File: src/rtl/led_flow_driver_pkg.sv
`default_nettype none
// ============================================================================
// Module : led_flow_driver_pkg
// Desc   : Shared speed/pause status encodings for the control FSM and LED driver.
// Rev    : 1.0  initial release
// ============================================================================
package led_flow_driver_pkg;

    typedef enum logic [1:0] {
        ST_LOW   = 2'd0,
        ST_MID   = 2'd1,
        ST_HIGH  = 2'd2,
        ST_PAUSE = 2'd3
    } status_e;

    localparam logic [1:0] ST_RESET = ST_MID;

endpackage : led_flow_driver_pkg
`default_nettype wire

File: src/rtl/led_flow_driver_step_divider.sv
`default_nettype none
// ============================================================================
// Module : step_divider
// Desc   : Programmable step counter. The terminal count is reloaded only on tick.
// Rev    : 1.0  initial release
// ============================================================================
module step_divider #(
    parameter int               CNT_W      = 26,
    parameter logic [CNT_W-1:0] RESET_LAST = '0
) (
    input  logic             clk,
    input  logic             rst_n,
    input  logic             en,
    input  logic [CNT_W-1:0] div,   // terminal count: divisor minus one
    output logic             tick
);

    logic [CNT_W-1:0] r_cnt;
    logic [CNT_W-1:0] r_last;
    logic             w_tick;

    // Holding en low freezes both the count and the divisor in use.
    assign w_tick = en && (r_cnt == r_last);
    assign tick   = w_tick;

    always_ff @(posedge clk or negedge rst_n) begin
        if (!rst_n) begin
            r_cnt  <= '0;
            r_last <= RESET_LAST;
        end else if (w_tick) begin
            r_cnt  <= '0;
            r_last <= div;
        end else if (en) begin
            r_cnt  <= r_cnt + CNT_W'(1);
        end
    end

endmodule : step_divider
`default_nettype wire

File: src/rtl/led_flow_driver.sv
`default_nettype none
// ============================================================================
// Module : led_flow_driver
// Desc   : Turns the speed/pause status code into a timed step pulse and a
//          running one-hot LED pattern. Define BOUNCE_EN for ping-pong motion.
// Rev    : 1.0  initial release
// ============================================================================
module led_flow_driver
    import led_flow_driver_pkg::*;
#(
    parameter int LED_N    = 8,
    parameter int DIV_LOW  = 50_000_000,
    parameter int DIV_MID  = 25_000_000,
    parameter int DIV_HIGH = 12_500_000
) (
    input  logic             clk,
    input  logic             rst_n,
    input  logic [1:0]       status,
    output logic [LED_N-1:0] led,
    output logic             step,
    output logic [1:0]       cur_speed,
    output logic             paused
);

    localparam int CNT_W = $clog2(DIV_LOW);

    localparam logic [CNT_W-1:0] c_last_low  = CNT_W'(DIV_LOW  - 1);
    localparam logic [CNT_W-1:0] c_last_mid  = CNT_W'(DIV_MID  - 1);
    localparam logic [CNT_W-1:0] c_last_high = CNT_W'(DIV_HIGH - 1);
    localparam logic [LED_N-1:0] c_led_reset = {{(LED_N-1){1'b0}}, 1'b1};

    logic [LED_N-1:0] r_led;
    logic             r_step;
    logic [1:0]       r_speed;
    logic             r_paused;

    logic             w_run;
    logic             w_tick;
    logic [CNT_W-1:0] w_div_sel;
    logic [LED_N-1:0] w_next_led;

    assign w_run = (status != ST_PAUSE);

    always_comb begin
        w_div_sel = c_last_mid;
        case (status)
            ST_LOW:  w_div_sel = c_last_low;
            ST_HIGH: w_div_sel = c_last_high;
            default: w_div_sel = c_last_mid;
        endcase
    end

    step_divider #(
        .CNT_W      (CNT_W),
        .RESET_LAST (c_last_mid)
    ) u_step_divider (
        .clk   (clk),
        .rst_n (rst_n),
        .en    (w_run),
        .div   (w_div_sel),
        .tick  (w_tick)
    );

`ifdef BOUNCE_EN
    logic r_dir;        // 0 = moving left (towards MSB), 1 = moving right
    logic w_next_dir;

    always_comb begin
        w_next_dir = r_dir;
        w_next_led = r_led;
        if (!$onehot(r_led)) begin
            w_next_led = c_led_reset;
            w_next_dir = 1'b0;
        end else if (!r_dir) begin
            if (r_led[LED_N-1]) begin
                w_next_dir = 1'b1;
                w_next_led = r_led >> 1;
            end else begin
                w_next_led = r_led << 1;
            end
        end else begin
            if (r_led[0]) begin
                w_next_dir = 1'b0;
                w_next_led = r_led << 1;
            end else begin
                w_next_led = r_led >> 1;
            end
        end
    end

    always_ff @(posedge clk or negedge rst_n) begin
        if (!rst_n) begin
            r_dir <= 1'b0;
        end else if (w_tick) begin
            r_dir <= w_next_dir;
        end
    end
`else
    // A corrupted pattern is repaired rather than rotated forever.
    always_comb begin
        w_next_led = c_led_reset;
        if ($onehot(r_led)) begin
            w_next_led = {r_led[LED_N-2:0], r_led[LED_N-1]};
        end
    end
`endif

    always_ff @(posedge clk or negedge rst_n) begin
        if (!rst_n) begin
            r_led    <= c_led_reset;
            r_step   <= 1'b0;
            r_speed  <= ST_RESET;
            r_paused <= 1'b0;
        end else begin
            r_step   <= w_tick;
            r_paused <= !w_run;
            if (w_tick) begin
                r_led   <= w_next_led;
                r_speed <= status;
            end
        end
    end

    assign led       = r_led;
    assign step      = r_step;
    assign cur_speed = r_speed;
    assign paused    = r_paused;

endmodule : led_flow_driver
`default_nettype wire

File: config.mk
export PLATFORM = sky130hd
export DESIGN_NAME = led_flow_driver
export DESIGN_NICKNAME = d
export VERILOG_FILES = /design/src/rtl/led_flow_driver_pkg.sv /design/src/rtl/led_flow_driver_step_divider.sv /design/src/rtl/led_flow_driver.sv
export SDC_FILE = /design/constraint.sdc
export NUM_CORES = 1
export LEC_CHECK = 0
export ABC_AREA = 1
export CAP_MARGIN = 10
export CORE_ASPECT_RATIO = 2
export CORE_MARGIN = 1.5
export CORE_UTILIZATION = 60
export DETAILED_ROUTE_END_ITERATION = 8
export PLACE_DENSITY = 0.79
export RECOVER_POWER = 50
export SYNTH_ARGS = -nofsm -noshare
export SYNTH_HDL_FRONTEND = slang
export SYNTH_HIERARCHICAL = 1
export SYNTH_SLANG_ARGS = --single-unit
File: constraint.sdc
create_clock -name clk -period 4.77 [get_ports clk]
set_clock_uncertainty 0.1 [all_clocks]
set_input_delay 0.954 -clock clk [delete_from_list [all_inputs] [get_ports clk]]
set_output_delay 0.954 -clock clk [all_outputs]
set_load 0.03 [all_outputs]
Word level (Yosys, flattened, before mapping)
Index checks and enable logic that the tools add are counted.
{ "totals": {"wordCells": 26, "output_inout_bits": 12, "register_bits": 64, "input_bits": 4} }
{ "op_classes": {"n_eq_ne": 4, "reduce_logical": 4, "mux": 4, "add_sub_neg": 8} }
{ "ops": {"columns": ["cell", "n"], "rows": [
  ["26-bit 2-to-1 mux", 2],
  ["26-bit one-hot mux with 2 select lines", 1],
  ["26-bit by 1-bit adder with 26-bit output, second input constant", 1],
  ["26-bit == test", 1],
  ["1-bit by 1-bit adder with 2-bit output", 4],
  ["8-bit 2-to-1 mux", 1],
  ["2-bit by 2-bit adder with 3-bit output", 2],
  ["3-bit by 3-bit adder with 4-bit output", 1],
  ["4-bit by 1-bit == test with 1-bit output, second input constant", 1],
  ["2-bit == test, second input constant", 1],
  ["2-bit logical NOT", 1],
  ["2-bit != test, second input constant", 1],
  ["2-bit nonzero test", 1],
  ["1-bit logical AND", 1],
  ["1-bit logical NOT", 1]
]} }

Logic depth before layout (Yosys ltp)
Gate-level depths: netlist (run 1).
{ "logic_depth": {"ltp_word": 5, "depth_mapped": 14, "ltp_nobuf": 14} }

Modules after synthesis
The synthesis (run 1) kept the hierarchy.
{ "by_module_without_submodules": {"columns": ["module", "seq_area_each_um2", "cells_per_inst", "n_inst", "area_per_inst_um2"], "rows": [
  ["step_divider", 1322.5, 429, 1, 3015.4],
  ["led_flow_driver", 302.8, 89, 1, 719.4]
]} }

Worst setup path after synthesis (run 1)
Ideal clock, no wire load.
{ "synth_path": {"path_type": "register -> register", "from": "reg r_led[0] (netlist: led[0])", "to": "reg r_led[0] (netlist: led[0])", "path_buffers": 0, "path_slack_ns": 1.364, "path_stages_with_launch": 14, "t_required_ns": 4.598, "setup_time_ns": 0.072, "period_less_slack_ns": 3.406, "t_arrival_ns": 3.234, "path_cell_list": "dfstp_2 -> inv_1 -> fa_1 -> fa_1 -> fa_1 -> inv_1 -> ha_1 -> inv_1 -> fa_1 -> nand2_1 -> nor2_4 -> nand3_1 -> nand2_1 -> inv_1"} }
{ "synth_between": {"elab_chain_cells": 5} }
{ "synth_lines": {"columns": ["item", "line", "text"], "rows": [
  ["start: declaration", "led_flow_driver.sv:32", "logic [LED_N-1:0] r_led;"],
  ["start signal: assignment", "led_flow_driver.sv:110", "r_led <= c_led_reset;"],
  ["start signal: assignment", "led_flow_driver.sv:118", "r_led <= w_next_led;"],
  ["1-bit by 1-bit adder with 2-bit output (not written as such)", "led_flow_driver.sv:102", "if ($onehot(r_led)) begin"],
  ["2-bit by 2-bit adder with 3-bit output (not written as such)", "led_flow_driver.sv:102", null],
  ["3-bit by 3-bit adder with 4-bit output (not written as such)", "led_flow_driver.sv:102", null],
  ["4-bit by 1-bit == test with 1-bit output", "led_flow_driver.sv:102", null],
  ["8-bit 2-to-1 mux", "led_flow_driver.sv:102", null]
]} }
Every way passes these cells.
A chain may end at the register's enable or synchronous reset.

Worst setup path after layout (run 1)
Same ends and word-level chain as after synthesis.

==> results of run 1 <==
final timing paths:
check / endpoint / slack (ps) / cells past startpoint
worst max-delay path: led[0] / 1210 / 13
worst min-delay path: cur_speed[1] / 370 / 2
worst max register to register: led[0] / 1210 / 13
worst min register to register: cur_speed[1] / 370 / 2
max in group asynchronous: u_step_divider/r_last[7] / 1280 / 2
min in group asynchronous: u_step_divider/r_last[6] / 970 / 1
area by class of cell:
| type | instances | share of cell area (%) |
|---|---|---|
| multi-input cells | 371 | 41.7 |
| flip-flops and latches | 64 | 38.6 |
| inverters | 81 | 7.29 |
| clock buffers | 14 | 6.51 |
| repair buffers | 17 | 3.69 |
| well taps | 63 | 1.87 |
| clock inverters | 2 | 0.297 |
flip-flops by register name, summed over array words and instances (netlist names):
| signal | flops |
|---|---|
| paused | 1 |
| step | 1 |
| u_step_divider/r_cnt | 26 |
| u_step_divider/r_last | 26 |
| cur_speed | 2 |
| led | 8 |
synth_stat cells, drive strengths merged:
master / count
nand2: 177
xnor2: 4
clkbuf: 7
ha: 4
inv: 81
nor3: 7
dfstp: 19
nand4: 9
nor2: 67
nand3: 17
nand3b: 1
xor2: 12
dfrtp: 45
o21bai: 1
a21oi: 2
o21ai: 46
fa: 4
buf: 6
a31oi: 5
and3: 1
or2: 1
conb: 2
cell families (layout without fill, tap and decap cells):
logic type	Yosys count	in the layout	synth area share (%)
AO/OA/AOI/OAI	54	54	7.47
flip-flops	64	64	43.5
other	2	13	0.201
adder cells (fa/ha/maj)	8	8	3.48
AND/OR/NAND/NOR	280	280	31.0
buffers and inverters	94	114	10.6
XOR/XNOR	16	16	3.75
worst max-delay path, delay by kind of cell (launching register included):
family                   cells  cell delay [ps]
flip-flops                   1              540
buffers and inverters        4              240
AND/OR/NAND/NOR              4              510
adder cells (fa/ha/maj)      5             2120
layout by cell type, fill, tap and decap left out, drive strengths merged, types with 2 or more instances in the layout:
cell type      instances
inv                   81
o21ai                 46
a21oi                  2
nor3                   7
dfrtp                 45
clkdlybuf4s50          8
xor2                  12
conb                  13
ha                     4
nand4                  9
nor2                  67
a31oi                  5
clkbuf                16
nand3                 17
nand2                177
dlygate4sd3            6
dfstp                 19
fa                     4
xnor2                  4
per-stage QoR:
stage,setup slack [ps],std cells
after floorplan,1360,529
after detailed placement,1040,596
after global routing,702,612
after global placement,1060,596
after CTS,1160,612
final,1210,612
metal layers:
| metal | wire [µm] | part of all wire, % |
|---|---|---|
| met2 | 4830 | 55 |
| met5 | 0 | 0 |
| met3 | 230 | 2.6 |
| met1 | 3300 | 38 |
| met4 | 431 | 4.9 |
power by group:
part / switching, mW / internal, mW / total (mW)
Combinational: 0.134 / 0.0663 / 0.201
Sequential: 0.0440 / 0.579 / 0.623
Clock: 0.224 / 0.393 / 0.618
Total: 0.403 / 1.04 / 1.44
==> metrics, run 1 <==
IO Port Bufs 15; Worst Hold Class flop to flop; multi-input logic area about 0.0018 mm²; outcome finished with violations; # DRC 0; Lkg Pwr 2.17 nW; initial DRC count 144; Placed Area ~0.004 mm²; Design Area, Final 0.00421 mm²; top cell type's share of synthesized area between 30% and 40%; fill count approximately 520; FMAX between 200 and 300 MHz; Req. time, crit path 4940 ps; cell accounting for the most synthesized area dfrtp_1; fraction of layout cells with a size suffix above 1 under 10%; PwrDens approximately 340 mW/mm²; Die Span Y between 100 and 150 µm; critical path's slowest cell fa_1; Antenna Nets Post-Route 0; Inserted Clock Buffers 9; core region area between 0.006 and 0.007 mm²; total chip power approximately 1.4 mW; sequential area share after synthesis about 44%; unrepaired setup endpoints after global routing no; P&R area growth vs syn 12.6%; RD Place Congestion slightly above 0.9; CTS Buffer Depth 2; Via density between 5 and 6; vias in the first global route about 3200; overall routing resource usage approximately 30%; Critical R2R Launch led[0]; met3 Usage GRT around 6.6%; crit path cell chain inv_1 -> fa_1 -> fa_1 -> fa_1 -> inv_1 -> ha_1 -> inv_1 -> fa_1 -> nand2_1 -> nor2_4 -> nand3_1 -> nand2_1 -> inv_1; fin. max-slew vios between 60 and 70; first-pass GRT wire length ~15 mm; clk_lat worst skew about 330 ps; crit share post-route between 70% and 80%; GR Util met1 30.6%; WL/cell 14.4 µm; setup violators final 0; worst slew pin tran roughly 1700 ps; initial antenna violation count 0; max_cap viols 2; failing checks max-capacitance violations, max-slew violations; grt met2 use 52.8%; DRT Wirelength approximately 8.8 mm; CP Data Arrival Time between 3000 and 4000 ps; Starting Density between 60% and 70%; die area between 0.006 and 0.007 mm²; buffer count from post-CTS setup fixing 0; crit start category flop; CTS H-tree lvls 3; register area roughly 0.0016 mm²; hold_sp cur_speed[1]; Setup Total Neg Slack 0 ps; worst hold slack about 370 ps; GR Overflow Total 0; NumNets Final between 500 and 600; Max VDD drop between 200 and 250 µV; cell area after synthesis between 0.003 and 0.004 mm²; Yosys cell types 30; x dimension of the die about 59 µm; ant diodes 0; CP Launch Point led[0]; hold bufs inserted after CTS 0; post-cts sizing count 0; Top Usage Layer GRT met2; Area contributors post-synth dfrtp_1, nand2_1, dfstp_2; cells after synthesis just over 500; row count 40; yosys warns 6; largest net degree at the start of global routing 36; Syn Area/Cell just over 7 µm²; Final min period 3560 ps; DPL Wire Length roughly 6.5 mm; final hold vios 0; CTS tree done; vias 3218; io pins 16; Clock transition at path regs about 50 ps; final core utilization between 70% and 80%; Slowest Stage Delay on Critical Path 590 ps; worst-path fanout max 8; post-synthesis register bit count 64; TritonCTS Sinks 64; CTS root buffer clkbuf_16; DR pass1 iterations 4; critical path type flop to flop; Rel. slew slack -15.8%; crit path capture type flop
Power figures use the tool's default switching activity.
==> run 2: changes to the inputs <==
clock period = 3.5 ns   (was 4.77 ns; I/O delays follow)
==> metrics, run 2 (synthesis results as in run 1) <==
first-pass GRT wire length 15.6 mm (was 14.9 mm); buffer count from post-CTS setup fixing 0 (unchanged); fin. max-slew vios 65 (was 67); outcome finished with violations (unchanged); critical path depth 13 (unchanged); # DRC 0 (unchanged); critical path type flop to flop (unchanged); crit path capture type flop (unchanged); Final min period 3410 ps (was 3560 ps); crit path cell chain inv_2 -> fa_1 -> fa_1 -> fa_1 -> inv_2 -> ha_4 -> inv_2 -> fa_1 -> nand2_2 -> nor2_4 -> nand3_2 -> nand2_1 -> inv_1 (was inv_1 -> fa_1 -> fa_1 -> fa_1 -> inv_1 -> ha_1 -> inv_1 -> fa_1 -> nand2_1 -> nor2_4 -> nand3_1 -> nand2_1 -> inv_1); row count 40 (unchanged); Inserted Clock Buffers 9 (unchanged); io pins 16 (unchanged); dpl ws 37.1 ps (was 1040 ps); Clock transition at path regs 50 ps (about the same); CTS H-tree lvls 3 (unchanged); CTS root buffer clkbuf_16 (unchanged); clk_lat worst skew 330 ps (about the same); fraction of layout cells with a size suffix above 1 11.0% (was 8.38%); Top Usage Layer GRT met2 (unchanged); flop-to-flop setup slack 90 ps (was 1210 ps); DR pass1 iterations 4 (unchanged); vias 3360 (was 3218); GR Overflow Total 0 (unchanged); hold_sp u_step_divider/r_last[1] (was cur_speed[1]); initial antenna violation count 0 (unchanged); Setup Total Neg Slack 0 ps (unchanged); Placed Cells incl. Taps 600 (was 596); Lkg Pwr 2.21 nW (was 2.17 nW); failing checks max-capacitance violations, max-slew violations (unchanged); CP Data Arrival Time 3570 ps (was 3720 ps); setup violators final 0 (unchanged); Slowest Stage Delay on Critical Path 560 ps (was 590 ps); DRT Wirelength 9.37 mm (was 8.79 mm); Reg power frac 39.9% (was 43.2%); Internal 1.56 mW (was 1.04 mW); CTS Buffer Depth 2 (unchanged); buffers and inverters on the worst path 4 (unchanged); final cell count without fillers 616 (was 612); Die Span Y 115 µm (unchanged); combinational power share 13.6% (was 13.9%); cell mode on critical path fa_1; DPL Wire Length 6.66 mm (was 6.48 mm); overall routing resource usage 31.1% (was 29.8%); Critical R2R Launch led[0] (unchanged); Endpoint, Worst Hold u_step_divider/r_last[1] (was cur_speed[1]); Rel. slew slack -4.83% (was -15.8%); NumNets Final 560 (was 556); die area 0.00674 mm² (unchanged); P&R area growth vs syn 15.6% (was 12.6%); Max VDD drop 369 µV (was 232 µV); unrepaired setup endpoints after global routing no (unchanged); Final WS setup 91.5 ps (was 1210 ps); Starting Density 62.2% (unchanged); WL/cell 15.2 µm (was 14.4 µm); RD Place Congestion 0.922 (was 0.923); GR Util met1 32.2% (was 30.6%); critical path's slowest cell dfstp_2 (was fa_1); most frequent cells in the layout nand2_1, inv_1, nor2_1 (unchanged); final hold vios 0 (unchanged); met3 Usage GRT 5.65% (was 6.55%); crit share post-route 97.4% (was 74.6%); fill count 480 (was 522); CP delay by family, top adder cells (unchanged); grt met2 use 54.7% (was 52.8%); core region area 0.00601 mm² (unchanged); ant diodes 0 (unchanged); worst-path fanout max 8 (unchanged); hold path depth 2 (unchanged); hold bufs inserted after CTS 0 (unchanged); crit start category flop (unchanged); max_cap viols 1 (was 2); net switching power 0.558 mW (was 0.403 mW); x dimension of the die 58.8 µm (unchanged); FF-to-FF End led[0] (unchanged); Req. time, crit path 3660 ps (was 4940 ps); initial DRC count 158 (was 144); largest net degree at the start of global routing 65 (was 36); worst slew pin tran 1570 ps (was 1740 ps); PwrDens 491 mW/mm² (was 343 mW/mm²); Antenna Nets Post-Route 0 (unchanged); TritonCTS Sinks 64 (unchanged); final core utilization 71.9% (was 70.0%); sw frac 26.3% (was 28.0%); CTS tree done (unchanged); IO Port Bufs 15 (unchanged); vias in the first global route 3389 (was 3222); Reg2Reg Depth 13 (unchanged); Via density 5.45 (was 5.26); FMAX 293 MHz (was 281 MHz); Worst Hold Class flop to flop (unchanged); commonest non-fill, non-tap cell in the layout nand2_1 (unchanged); total chip power 2.12 mW (was 1.44 mW); Clock power frac 46.5% (was 42.8%)
## run 2: cell types whose count changed in the layout (fill, tap and decap cells not counted), moves of 2 or more
| cell | before | now |
|---|---|---|
| nand3_1 | 16 | 13 |
| dlygate4sd3_1 | 6 | 2 |
| bufinv_16 | 0 | 2 |
| nand2_1 | 176 | 174 |
| inv_2 | 4 | 7 |
| nand3_2 | 0 | 3 |
| nand2_2 | 1 | 3 |
| clkdlybuf4s50_1 | 8 | 12 |
| inv_1 | 76 | 73 |
| o21ai_0 | 46 | 44 |
| buf_4 | 1 | 4 |
## run 2: worst reg2reg max path: stages (launching register included)
cell and delay (ps):
dfstp_2 560, inv_2 50, fa_1 460, fa_1 510, fa_1 420, inv_2 80
ha_4 130, inv_2 30, fa_1 490, nand2_2 60, nor2_4 240, nand3_2 100
nand2_1 70, inv_1 40
## run 2: metrics by stage
step / area, µm² / hold slack, ps
global route: 4320 / 392
CTS: 4290 / 383
floorplan: 3780 / 304
global placement: 3960 / 355
detailed placement: 3960 / 372
finish: 4320 / 379
## run 2: how the worst max path moves through the flow
stage | start | slack, ps | end
2_1_floorplan | led[0] | 90 | led[0]
3_3_place_gp | led[0] | 100 | led[0]
3_5_place_dp | led[0] | 40 | led[1]
4_1_cts | led[0] | 10 | led[0]
5_1_grt | led[0] | 4 | led[3]
6_report | led[0] | 90 | led[0]
## run 2: power groups by stage
stage                     Combinational (mW)  Sequential [mW]  Clock (mW)
final                                  0.289            0.847       0.986
after global routing                   0.329            0.851        1.02
after CTS                              0.292            0.846       0.997
after detailed placement               0.288            0.858           0
after global placement                 0.276            0.854           0
after floorplan                        0.203            0.840           0
## run 2: metal layers
layer	wire length (µm)	vias up
met3	280	32
met4	497	0
met1	3300	1615
met2	5290	88
li1	-	1625
met5	0	-
## run 2: layout make-up
| cell class | instances | area [µm²] | share of cell area (%) |
|---|---|---|---|
| clock buffer | 14 | 274 | 6.34 |
| clock inverter | 2 | 60.1 | 1.39 |
| inverter | 81 | 307 | 7.10 |
| multi-input combinational | 371 | 1790 | 41.5 |
| sequential | 64 | 1630 | 37.6 |
| tap | 63 | 78.8 | 1.83 |
| timing repair buffer | 21 | 184 | 4.26 |
## run 2: what timing repair did
action                                 in CTS  in global routing
gates resized for setup                     0                 13
pin swaps                                   1                  4
setup endpoints to repair                   2                  8
endpoints found under the hold margin       0                  0
